**config.mk**
```make
export PLATFORM = sky130hd
export DESIGN_NAME = mega_mux_of_destiny
export DESIGN_NICKNAME = d
export VERILOG_FILES = /design/src/rtl/mega_mux_of_destiny.sv
export SDC_FILE = /design/constraint.sdc
export NUM_CORES = 1
export LEC_CHECK = 0
export ABC_AREA = 1
export CORE_AREA = 4 4 213 215
export DETAILED_ROUTE_END_ITERATION = 8
export DIE_AREA = 0 0 217 219
export PLACE_DENSITY = 0.54
export SLEW_MARGIN = 10
export SYNTH_ARGS = -nofsm -noshare
export SYNTH_HDL_FRONTEND = slang
export SYNTH_SLANG_ARGS = --single-unit
```
**constraint.sdc**
```tcl
create_clock -name clk -period 1.6 [get_ports clk]
set_input_delay 0.32 -clock clk [delete_from_list [all_inputs] [get_ports clk]]
set_output_delay 0.32 -clock clk [all_outputs]
set_load 0.01 [all_outputs]
```
**src/rtl/mega_mux_of_destiny.sv**
```systemverilog
// 32-bit, 16-way registered result selector for the vALU output.
// Each bit slice is a 4-layer 2:1 mux tree (8+4+2+1) steered by one select bit per layer.
module mega_mux_of_destiny #(
  parameter int WIDTH = 32,
  parameter int SEL_W = 4
) (
  input  logic             clk,
  input  logic             rst_n,
  input  logic [SEL_W-1:0] S,
  input  logic [WIDTH-1:0] I0,
  input  logic [WIDTH-1:0] I1,
  input  logic [WIDTH-1:0] I2,
  input  logic [WIDTH-1:0] I3,
  input  logic [WIDTH-1:0] I4,
  input  logic [WIDTH-1:0] I5,
  input  logic [WIDTH-1:0] I6,
  input  logic [WIDTH-1:0] I7,
  input  logic [WIDTH-1:0] I8,
  input  logic [WIDTH-1:0] I9,
  input  logic [WIDTH-1:0] I10,
  input  logic [WIDTH-1:0] I11,
  input  logic [WIDTH-1:0] I12,
  input  logic [WIDTH-1:0] I13,
  input  logic [WIDTH-1:0] I14,
  input  logic [WIDTH-1:0] I15,
  output logic [WIDTH-1:0] O
);

  logic [WIDTH-1:0] in_bus [16];
  logic [WIDTH-1:0] l1 [8];
  logic [WIDTH-1:0] l2 [4];
  logic [WIDTH-1:0] l3 [2];
  logic [WIDTH-1:0] l4;

  assign in_bus[0]  = I0;
  assign in_bus[1]  = I1;
  assign in_bus[2]  = I2;
  assign in_bus[3]  = I3;
  assign in_bus[4]  = I4;
  assign in_bus[5]  = I5;
  assign in_bus[6]  = I6;
  assign in_bus[7]  = I7;
  assign in_bus[8]  = I8;
  assign in_bus[9]  = I9;
  assign in_bus[10] = I10;
  assign in_bus[11] = I11;
  assign in_bus[12] = I12;
  assign in_bus[13] = I13;
  assign in_bus[14] = I14;
  assign in_bus[15] = I15;

  // Every bit slice is independent, so each layer is written as a vector-wide 2:1 mux.
  always_comb begin
    for (int j = 0; j < 8; j++) l1[j] = S[0] ? in_bus[2*j+1] : in_bus[2*j];
    for (int j = 0; j < 4; j++) l2[j] = S[1] ? l1[2*j+1] : l1[2*j];
    for (int j = 0; j < 2; j++) l3[j] = S[2] ? l2[2*j+1] : l2[2*j];
    l4 = S[3] ? l3[1] : l3[0];
  end

  always_ff @(posedge clk) begin
    if (!rst_n) O <= '0;
    else        O <= l4;
  end

endmodule

```
# [Word level (Yosys, flattened, before mapping)]
# Cells that the tools add are included.
[totals] rom_bits=0 memories=0 regBits=32 out_inout_bits=32 latchBits=0 elab_cells=16 in_bits=518 ramBits=0
[op_classes] muxes=15 div=0 eq_ne=0 mul=0 bitwise=0 addsub=0 shift=0 n_reduce_logical=0 order_cmp=0
[ops] cell="two-way mux 32 bit" count=15

# [Longest topological paths before layout]
# Gate-level depths: netlist of run 1.
[depth] ltp_word=4 depth_mapped=10 ltp_nobuf=7

# [Least setup slack after synthesis of run 1]
# Ideal clock, no wire load.
[synth_timing] kind="input -> register" startpoint="input S[0]" endpoint="register O[2]" n_path_buf=3 required_time_ps=1468 arrival_ps=1141 setup_time_ps=132 path_slack_ps=327 stages=9 path_cell_list="buf_6 > inv_4 > buf_6 > buf_2 > nand2_1 > nand3_1 > nand3_1 > nand3_1 > a21oi_1"
[synth_via] elab_chain_cells=4 word_cells_on_any_way=15
[synth_rtl] item="from (decl)" line_no="9" rtl="input logic [SEL_W-1:0] S,"
[synth_rtl] item="two-way mux 32 bit" line_no="54" rtl="for (int j = 0; j < 8; j++) l1[j] = S[0] ? in_bus[2*j+1] : in_bus[2*j];"
[synth_rtl] item="two-way mux 32 bit" line_no="55" rtl="for (int j = 0; j < 4; j++) l2[j] = S[1] ? l1[2*j+1] : l1[2*j];"
[synth_rtl] item="two-way mux 32 bit" line_no="56" rtl="for (int j = 0; j < 2; j++) l3[j] = S[2] ? l2[2*j+1] : l2[2*j];"
[synth_rtl] item="two-way mux 32 bit *" line_no="57" rtl="l4 = S[3] ? l3[1] : l3[0];"
[synth_rtl] item="to (signal assigned)" line_no="62" rtl="else O <= l4;"
[synth_rtl] item="to (decl)" line_no="26" rtl="output logic [WIDTH-1:0] O"
# Mark *: on every way between the ends. The rest lies on a longest branch, timed or not.
# A chain may end at the register's enable or synchronous reset.

# [Worst setup path in the final report of run 1]
[layout_timing] startpoint="register O[18]" endpoint="output O[18]"
# No word-level cell between the ends.

==> results of run 1 <==
[area by class of cell]
cell class / count / area share
inverter: 261 / 0.07386
sequential: 32 / 0.04781
multi-input combinational: 1120 / 0.3470
tap: 592 / 0.05528
timing repair buffer: 617 / 0.4653
clock inverter: 2 / 0.001214
clock buffer: 6 / 0.009617
[power by group]
part           internal, mW  total (mW)  switching [mW]
Sequential            0.867       0.891          0.0237
Combinational          1.84        3.30            1.46
Clock                 0.582        1.02           0.437
[synthesized netlist by cell type]
cell type | number | area share
buf_2 | 51 | 0.037
inv_2 | 1 | 0.00054
buf_1 | 13 | 0.0070
inv_1 | 259 | 0.14
buf_12 | 4 | 0.011
nand2_1 | 768 | 0.41
clkbuf_1 | 16 | 0.0086
a21oi_1 | 32 | 0.023
nand3_1 | 320 | 0.23
dfxtp_1 | 32 | 0.092
inv_4 | 1 | 0.00090
buf_6 | 24 | 0.039
[cell families (layout without fill, tap and decap cells)]
| group | Yosys count | after routing |
|---|---|---|
| buffers and inverters | 369 | 886 |
| AO/OA/AOI/OAI | 32 | 32 |
| AND/OR/NAND/NOR | 1088 | 1088 |
| flip-flops | 32 | 32 |
[metal layers]
layer  routed length, µm  vias to the layer above
li1                    -                     5583
met1               19310                     4859
met2               19630                      470
met3                3827                       43
met4                1025                        0
met5                   0                        -
[cells in the final DEF (no fill, tap or decap)]
cell type          n
buf_2              1
clkinv_4           1
clkbuf_1           1
inv_4              1
clkinvlp_4         1
dlygate4sd2_1      2
buf_4             51
clkbuf_16          5
inv_1            257
clkdlybuf4s50_1  543
nand3_1          319
nand3_2            1
nand2_1          768
inv_2              2
clkbuf_8           1
inv_8              1
a21oi_1           32
buf_12            19
dfxtp_1           32
[timing repair]
item,4_1_cts,5_1_grt
gates resized for setup,2,1
cloned,0,0
setup endpoints to repair,2,1
[path summary, 6_finish.rpt]
path               from  endpoint  cells past startpoint  slack, ns
hold / removal     S[3]     O[24]                      4       0.60
setup / recovery  O[18]     O[18]                      1       0.03
==> reports/results.txt, run 1 <==
Met1 usage = 0.2320
Worst Setup Path Type = reg2out
Finished Layout Cells = 2,630
Final RePlAce weighted congestion = 0.9254
Multi-input gate area = 4649 µm²
Chip Height = 219 µm
Met3 usage = 0.04722
Yosys cell types = 12
Worst EP required = 1.28 ns
FF+latch count, synth = 32
Hpwl dp = 36,540 µm
Largest net degree at the start of global routing = 54
Total GRT Usage = 0.1757
Routed WL per cell = 16.65 µm
GRT busiest layer = met2
Post-placement cell area = 13,250 µm²
Setup TNS Final = 0 ns
Mean area per synthesized cell = 4.590 µm²
Total power = 5.208 mW
Filler cell count = 5,021
Adder-Cell Fraction of Synth Area = 0
Largest family of logic cells by synthesized area = simple AND/OR/NAND/NOR gates
Max_slew headroom = 0.7453
PnR worst setup slack = 0.03263 ns
Post-placement cell count = 2,622
CTS buffer count = 5
Longest Clk Path Bufs = 2
Average vias per placed instance = 4.165
Full die area = 47,520 µm²
CP delay by family, top = buffers and inverters
Worst VDD drop = 351.5 µV
GRT overflow = 0
Post-CTS repair timing setup buffer count = 0
Buffers & Inverters on Critical Path = 1
First-pass GRT wire length = 65,040 µm
Endpoints failing setup = 0
First DRT Iteration DRCs = 671
Nets = 2,555
CP max FO = 1
Root buf cell = clkbuf_16
Critical Path Source Type = register
Fin. max-slew vios = 0
Core box area = 43,740 µm²
Syn nets = 2,039
Design area = 13,400 µm²
Drt pass-1 iters = 6
Max reg flops = 32
P&R area growth vs syn = 91.94%
Simple-Gate Fraction of Synth Area = 0.6423
Sequential element share of the synthesized area = 0.09176
Chip width = 217 µm
PD cells = 388.7 nW/µm²
Syn Inst Count = 1,521
Synth Area in Compound Gates = 0.02294
Met2 GRT Util = 0.2857
Fin Hold WS = 0.6025 ns
Post-route DRC = 0
Hold_buf cts = 0
Htree depth = 2
Max incr delay on CP = 0.60 ns
Clk sinks = 32
Final ANT Viol Nets = 0
Initial Util = 0.1596
Vias in the first global route = 11,360
Biggest regs = O: 32 flops
Core Util, Final = 0.3064
Unrepaired setup endpoints after global routing = false
CP endpoint kind = output port
Inserted Diodes = 0
Worst-path clk slew = 0.07 ns
Port-buffer cells = 549
Multiplexer area fraction after synthesis = 0
Most flops, register = O
Worst Max-Slew Pin Slew = 0.3820 ns
Max Clock Freq = 0.6380 GHz
Leakage = 6.928 nW
Register Area = 640.6 µm²
Max Cap Viol = 0
IO Count = 550
Slowest cell on crit path = clkdlybuf4s50_1
Fin crit period = 1.567 ns
TritonCTS clock tree = done
Worst Hold Class = in2reg
Crit-path cells = clkdlybuf4s50_1
Setup WS pre-CTS = -0.2420 ns
Cell Area, Synth = 6982 µm²
Hold Fails Final Rpt = 0
WP data arrival = 1.25 ns
YS warnings = 0
Fraction of layout cells with a size suffix above 1 = 0.04122
Final WL = 43,790 µm
Status = completed
Crit share post-route = 0.9796
Vias = 10,960
Post-Synth XOR/XNOR Area = 0
Row cnt = 77
Initial antenna violation count = 0
(Power assumes the default switching activity.)
==> run 2: changes to the inputs <==
--- a/config.mk
+++ b/config.mk
@@ -6,9 +6,9 @@
 export NUM_CORES = 1
 export LEC_CHECK = 0
 export ABC_AREA = 1
-export CORE_AREA = 4 4 213 215
+export CORE_AREA = 3 3 212 214
 export DETAILED_ROUTE_END_ITERATION = 8
-export DIE_AREA = 0 0 217 219
+export DIE_AREA = 0 0 215 217
 export PLACE_DENSITY = 0.54
 export SLEW_MARGIN = 10
 export SYNTH_ARGS = -nofsm -noshare
==> reports/results.txt, run 2 (synthesized netlist as in run 1, its figures left out) <==
Vias = 11,020
First-pass GRT wire length = 66,090 µm
Crit-path cells = clkdlybuf4s50_1
Fin crit period = 1.527 ns
Fin. max-slew vios = 0
CP endpoint kind = output port
Largest net degree at the start of global routing = 73
Worst VDD drop = 341.3 µV
Drt pass-1 iters = 5
Worst Setup Path Type = reg2out
Hpwl dp = 37,030 µm
Clk sinks = 32
Htree depth = 2
Crit share post-route = 0.9545
Most flops, register = O
TritonCTS clock tree = done
Nets = 2,568
Commonest non-fill, non-tap cells in the layout = nand2_1, clkdlybuf4s50_1, nand3_1
IO Count = 550
Chip Height = 217 µm
Max_slew headroom = 0.7648
Total GRT Usage = 0.1834
Leakage = 7.052 nW
Max incr delay on CP = 0.60 ns
Root buf cell = clkbuf_16
Register Area = 641.9 µm²
Filler cell count = 4,934
Critical Path Source Type = register
Biggest regs = O: 32 flops
Setup WS pre-CTS = -0.3738 ns
Initial Util = 0.1621
Row cnt = 76
Longest Clk Path Bufs = 2
Worst-path clk slew = 0.07 ns
Max Cap Viol = 0
Average vias per placed instance = 4.177
Finished Layout Cells = 2,637
Final WL = 45,150 µm
Core box area = 43,080 µm²
Endpoints failing setup = 0
Worst EP required = 1.28 ns
CP max FO = 1
PnR worst setup slack = 0.07286 ns
Routed met3 length = 3483 µm
Hold_buf cts = 0
Port-buffer cells = 549
WP data arrival = 1.21 ns
Vias in the first global route = 10,920
Slowest cell on crit path = clkdlybuf4s50_1
Final RePlAce weighted congestion = 0.9102
Chip width = 215 µm
Multi-input gate area = 4684 µm²
Hold Fails Final Rpt = 0
CTS buffer count = 5
First DRT Iteration DRCs = 783
PD cells = 391.9 nW/µm²
DR top layer = met4
Most common cell after layout, fill and taps aside = nand2_1
Fraction of layout cells with a size suffix above 1 = 0.05022
Worst Max-Slew Pin Slew = 0.3518 ns
Post-route DRC = 0
Full die area = 46,660 µm²
GRT overflow = 0
Max Clock Freq = 0.6548 GHz
CP delay by family, top = buffers and inverters
Total power = 5.324 mW
Final ANT Viol Nets = 0
Initial antenna violation count = 4
Status = completed
WL met2 = 20,440 µm
Max reg flops = 32
Routed WL per cell = 17.12 µm
Buffers & Inverters on Critical Path = 1
P&R area growth vs syn = 94.57%
Post-placement cell count = 2,627
Worst Hold Class = in2reg
WL met1 = 20,310 µm
-- run 2: path summary, 6_finish.rpt --
| kind | start | depth (start not counted) | slack [ns] | end |
|---|---|---|---|---|
| worst max-delay path | O[7] | 1 | 0.07 | O[7] |
| worst min-delay path | S[3] | 4 | 0.61 | O[15] |
-- run 2: tightest hold or removal path: stages --
cell and delay, ns:
buf_2 0.15, buf_4 0.21, nand3_1 0.10, a21oi_1 0.06
-- run 2: cell type report --
class,count,area share
multi-input cells,1120,0.3448
well taps,585,0.05388
clock inverters,2,0.001105
diodes,1,0.0001842
repair buffers,630,0.4696
flip-flops and latches,32,0.04725
inverters,261,0.07295
clock buffers,6,0.01022
-- run 2: layer usage --
layer,vias up,GRT usage
li1,5618,-
met1,4877,0.2505
met2,485,0.2984
met3,36,0.03546
met4,0,0.04428
met5,-,0
-- run 2: what timing repair did --
item | CTS | global route
hold endpoints to repair | 0 | 0
setup endpoints to repair | 9 | 5
buffers inserted | 0 | 0
gates resized for setup | 10 | 7
cloned | 0 | 1
-- run 2: where the power goes --
part	switching (mW)	total, mW	internal, mW
clock	0.443	1.06	0.621
combinational	1.48	3.35	1.87
sequential	0.0389	0.907	0.868
total	1.96	5.32	3.36
-- run 2: per-stage QoR --
step / hold WS (ns) / utilization / area (µm²) / TNS, ns
2_1_floorplan: 0.5016 / - / 6982 / 0
3_3_place_gp: 0.9108 / 0.3102 / 13360 / -3.353
3_5_place_dp: 0.9138 / 0.3102 / 13360 / -3.279
4_1_cts: 0.5934 / 0.3138 / 13520 / 0
5_1_grt: 0.6111 / 0.3153 / 13580 / -0.0007364
6_report: 0.6060 / 0.3154 / 13580 / 0
==> patch: new RTL, config.mk and constraints of run 1 <==
Register the output `O` once more, cleared by the reset; this adds one clock of latency there.
--- a/src/rtl/mega_mux_of_destiny.sv
+++ b/src/rtl/mega_mux_of_destiny.sv
@@ -26,4 +26,6 @@
   output logic [WIDTH-1:0] O
 );
+
+  logic [WIDTH-1:0] O_s0;
 
   logic [WIDTH-1:0] in_bus [16];
@@ -59,6 +61,14 @@
 
   always_ff @(posedge clk) begin
-    if (!rst_n) O <= '0;
-    else        O <= l4;
+    if (!rst_n) O_s0 <= '0;
+    else        O_s0 <= l4;
+  end
+
+  always_ff @(posedge clk) begin
+    if (!rst_n) begin
+      O <= '0;
+    end else begin
+      O <= O_s0;
+    end
   end
 
Check against the original RTL: not equivalent (a bounded check fails within 4 cycles, from zero or initial values and one cycle with rst_n low).
==> patch against run 1 <==
Cell area increased by 9.2%. Total power grew 38%. Utilization grew 2.8 points. Critical endpoint is now O[1]. Critical path depth unchanged. Sequential cell count increased by 32. Wire length is 7.4% higher. Area after synthesis rose by 14%. Setup slack got worse by 7.6 ps.
==> patch: results (changes against run 1) <==
- Run status: complete, no violations
- Global-route wire length before repair: 69600 microns (+7.0%)
- The largest net degree at the start of global routing is 57 (+5.6%).
- The count of nets after finishing came to 2675 (+4.7%).
- Fraction of final layout cells with drive strength greater than 1: 0.0597 (+0.0185)
- The via count of the first global-routing pass is 11800 (+3.7%).
* Crit-path max cell delay: 620 ps (+20 ps)
* Largest registers in the final layout: O (32), O_s0 (32)
- Count of hold-fix buffers inserted at cts: 0 (unchanged)
- DP Wirelength: 39200 microns (+7.1%)
* Syn Nets: 2139 (+4.9%)
* Iteration-0 DRC Markers: 745 (+11%)
- Leakage power summed over all cells: 7.77 nW (+12%)
- Initial antenna violation count: 3 (+3)
* Avg Inst Size Synth: 4.90 sq um (+6.6%)
* Final non-filler cell total: 2755 (+4.8%)
- Arrival time at the worst endpoint: 1250 ps (about the same)
- The overall fraction of global-route tracks in use was 0.190 (+0.0145).
- The number of fill cells in the layout is 4949 (-1.4%).
* Type of the worst min-delay path: reg2reg
- H-tree depth reported by CTS: 3 (+1)
- The sequential-to-total area share from yosys stat is 0.161 (+0.0697).
- The average vias per placed instance came to 4.20 (+0.88%).
- The maximum ir drop on the vdd rail came to 369 uV (+5.0%).
- Ranked by total cell area, the synthesized netlist is headed by sky130_fd_sc_hd__nand2_1 (37%), sky130_fd_sc_hd__nand3_1 (20%), sky130_fd_sc_hd__dfxtp_1 (16%).
- Adder-Cell Fraction of Synth Area: 0 (unchanged)
- The compound-gate portion of the synthesized area was 0.0202 (-0.00276).
* Number of buffers inserted during clock tree synthesis: 9 (+4)
* Pre-CTS WS: -270 ps (-28.5 ps)
- The post-synthesis cell type count came to 14 (+2).
- The worst max-slew margin expressed relative to the limit came to 0.731 (-0.0140).
* Final weighted congestion of routability-driven global placement: 0.930 (+0.54%)
- Counting instances in the post-synthesis netlist gives the leading cell types as sky130_fd_sc_hd__nand2_1 (785), sky130_fd_sc_hd__nand3_1 (320), sky130_fd_sc_hd__inv_1 (291).
- The first-pass iteration count of the detailed router is 5 (-1).
- The utilization after layout is 0.335 (+0.0282).
- The per-cell routed wire length is 17.1 microns (+2.5%).
- Clock-pin slew on the worst setup and hold paths: 60 ps
* Cell area reported after detailed placement: 14300 sq um (+8.0%)
patch: cell types whose count changed after synthesis:
cell	change
sky130_fd_sc_hd__buf_1	-4
sky130_fd_sc_hd__buf_12	+3
sky130_fd_sc_hd__buf_2	+2
sky130_fd_sc_hd__buf_4	+3
sky130_fd_sc_hd__buf_6	-6
sky130_fd_sc_hd__clkbuf_1	+6
sky130_fd_sc_hd__dfxtp_1	+32
sky130_fd_sc_hd__inv_1	+32
sky130_fd_sc_hd__inv_4	-1
sky130_fd_sc_hd__inv_6	+1
sky130_fd_sc_hd__nand2_1	+17
sky130_fd_sc_hd__nand2_2	+15
patch: cells by family after synthesis:
group	Yosys count
simple gates	1120
buf+inv	405
flops	64
compound gates	32
patch: worst min-delay path: stages (launching register included):
cell and delay [ps]:
sky130_fd_sc_hd__dfxtp_1 300, sky130_fd_sc_hd__nand2_1 40, sky130_fd_sc_hd__inv_1 40
patch: timing repair:
action / 4_1_cts / 5_1_grt
gates resized for setup: 4 / 5
endpoints found under the hold margin: 0 / 0
pin swaps: 0 / 0
endpoints found under the setup margin: 4 / 5
patch: layer usage:
metal / track usage / up-vias / wire, microns
li1: - / 5892 / -
met1: 0.249 / 5169 / 20900
met2: 0.309 / 457 / 21200
met3: 0.0483 / 57 / 3650
met4: 0.0555 / 2 / 1280
met5: 0 / - / 13
patch: power breakdown:
| group | internal, mW | switching [mW] |
|---|---|---|
| registers | 1.71 | 0.0454 |
| clock network | 1.22 | 0.850 |
| logic | 1.85 | 1.49 |
patch: cell type report:
type | count | area share
Tap cell | 592 | 0.0506
Multi-Input combinational cell | 1152 | 0.329
Clock inverter | 7 | 0.00530
Antenna cell | 1 | 0.000171
Sequential cell | 64 | 0.0876
Clock buffer | 9 | 0.0154
Timing Repair Buffer | 637 | 0.437
Inverter | 293 | 0.0759
patch: worst paths after layout:
kind         depth (start not counted)      from     to  slack, ps
max                                  1      O[1]   O[1]         30
min                                  2  O_s0[13]  O[13]        410
max reg2reg                          2   O_s0[3]   O[3]        960
min reg2reg                          2  O_s0[13]  O[13]        410
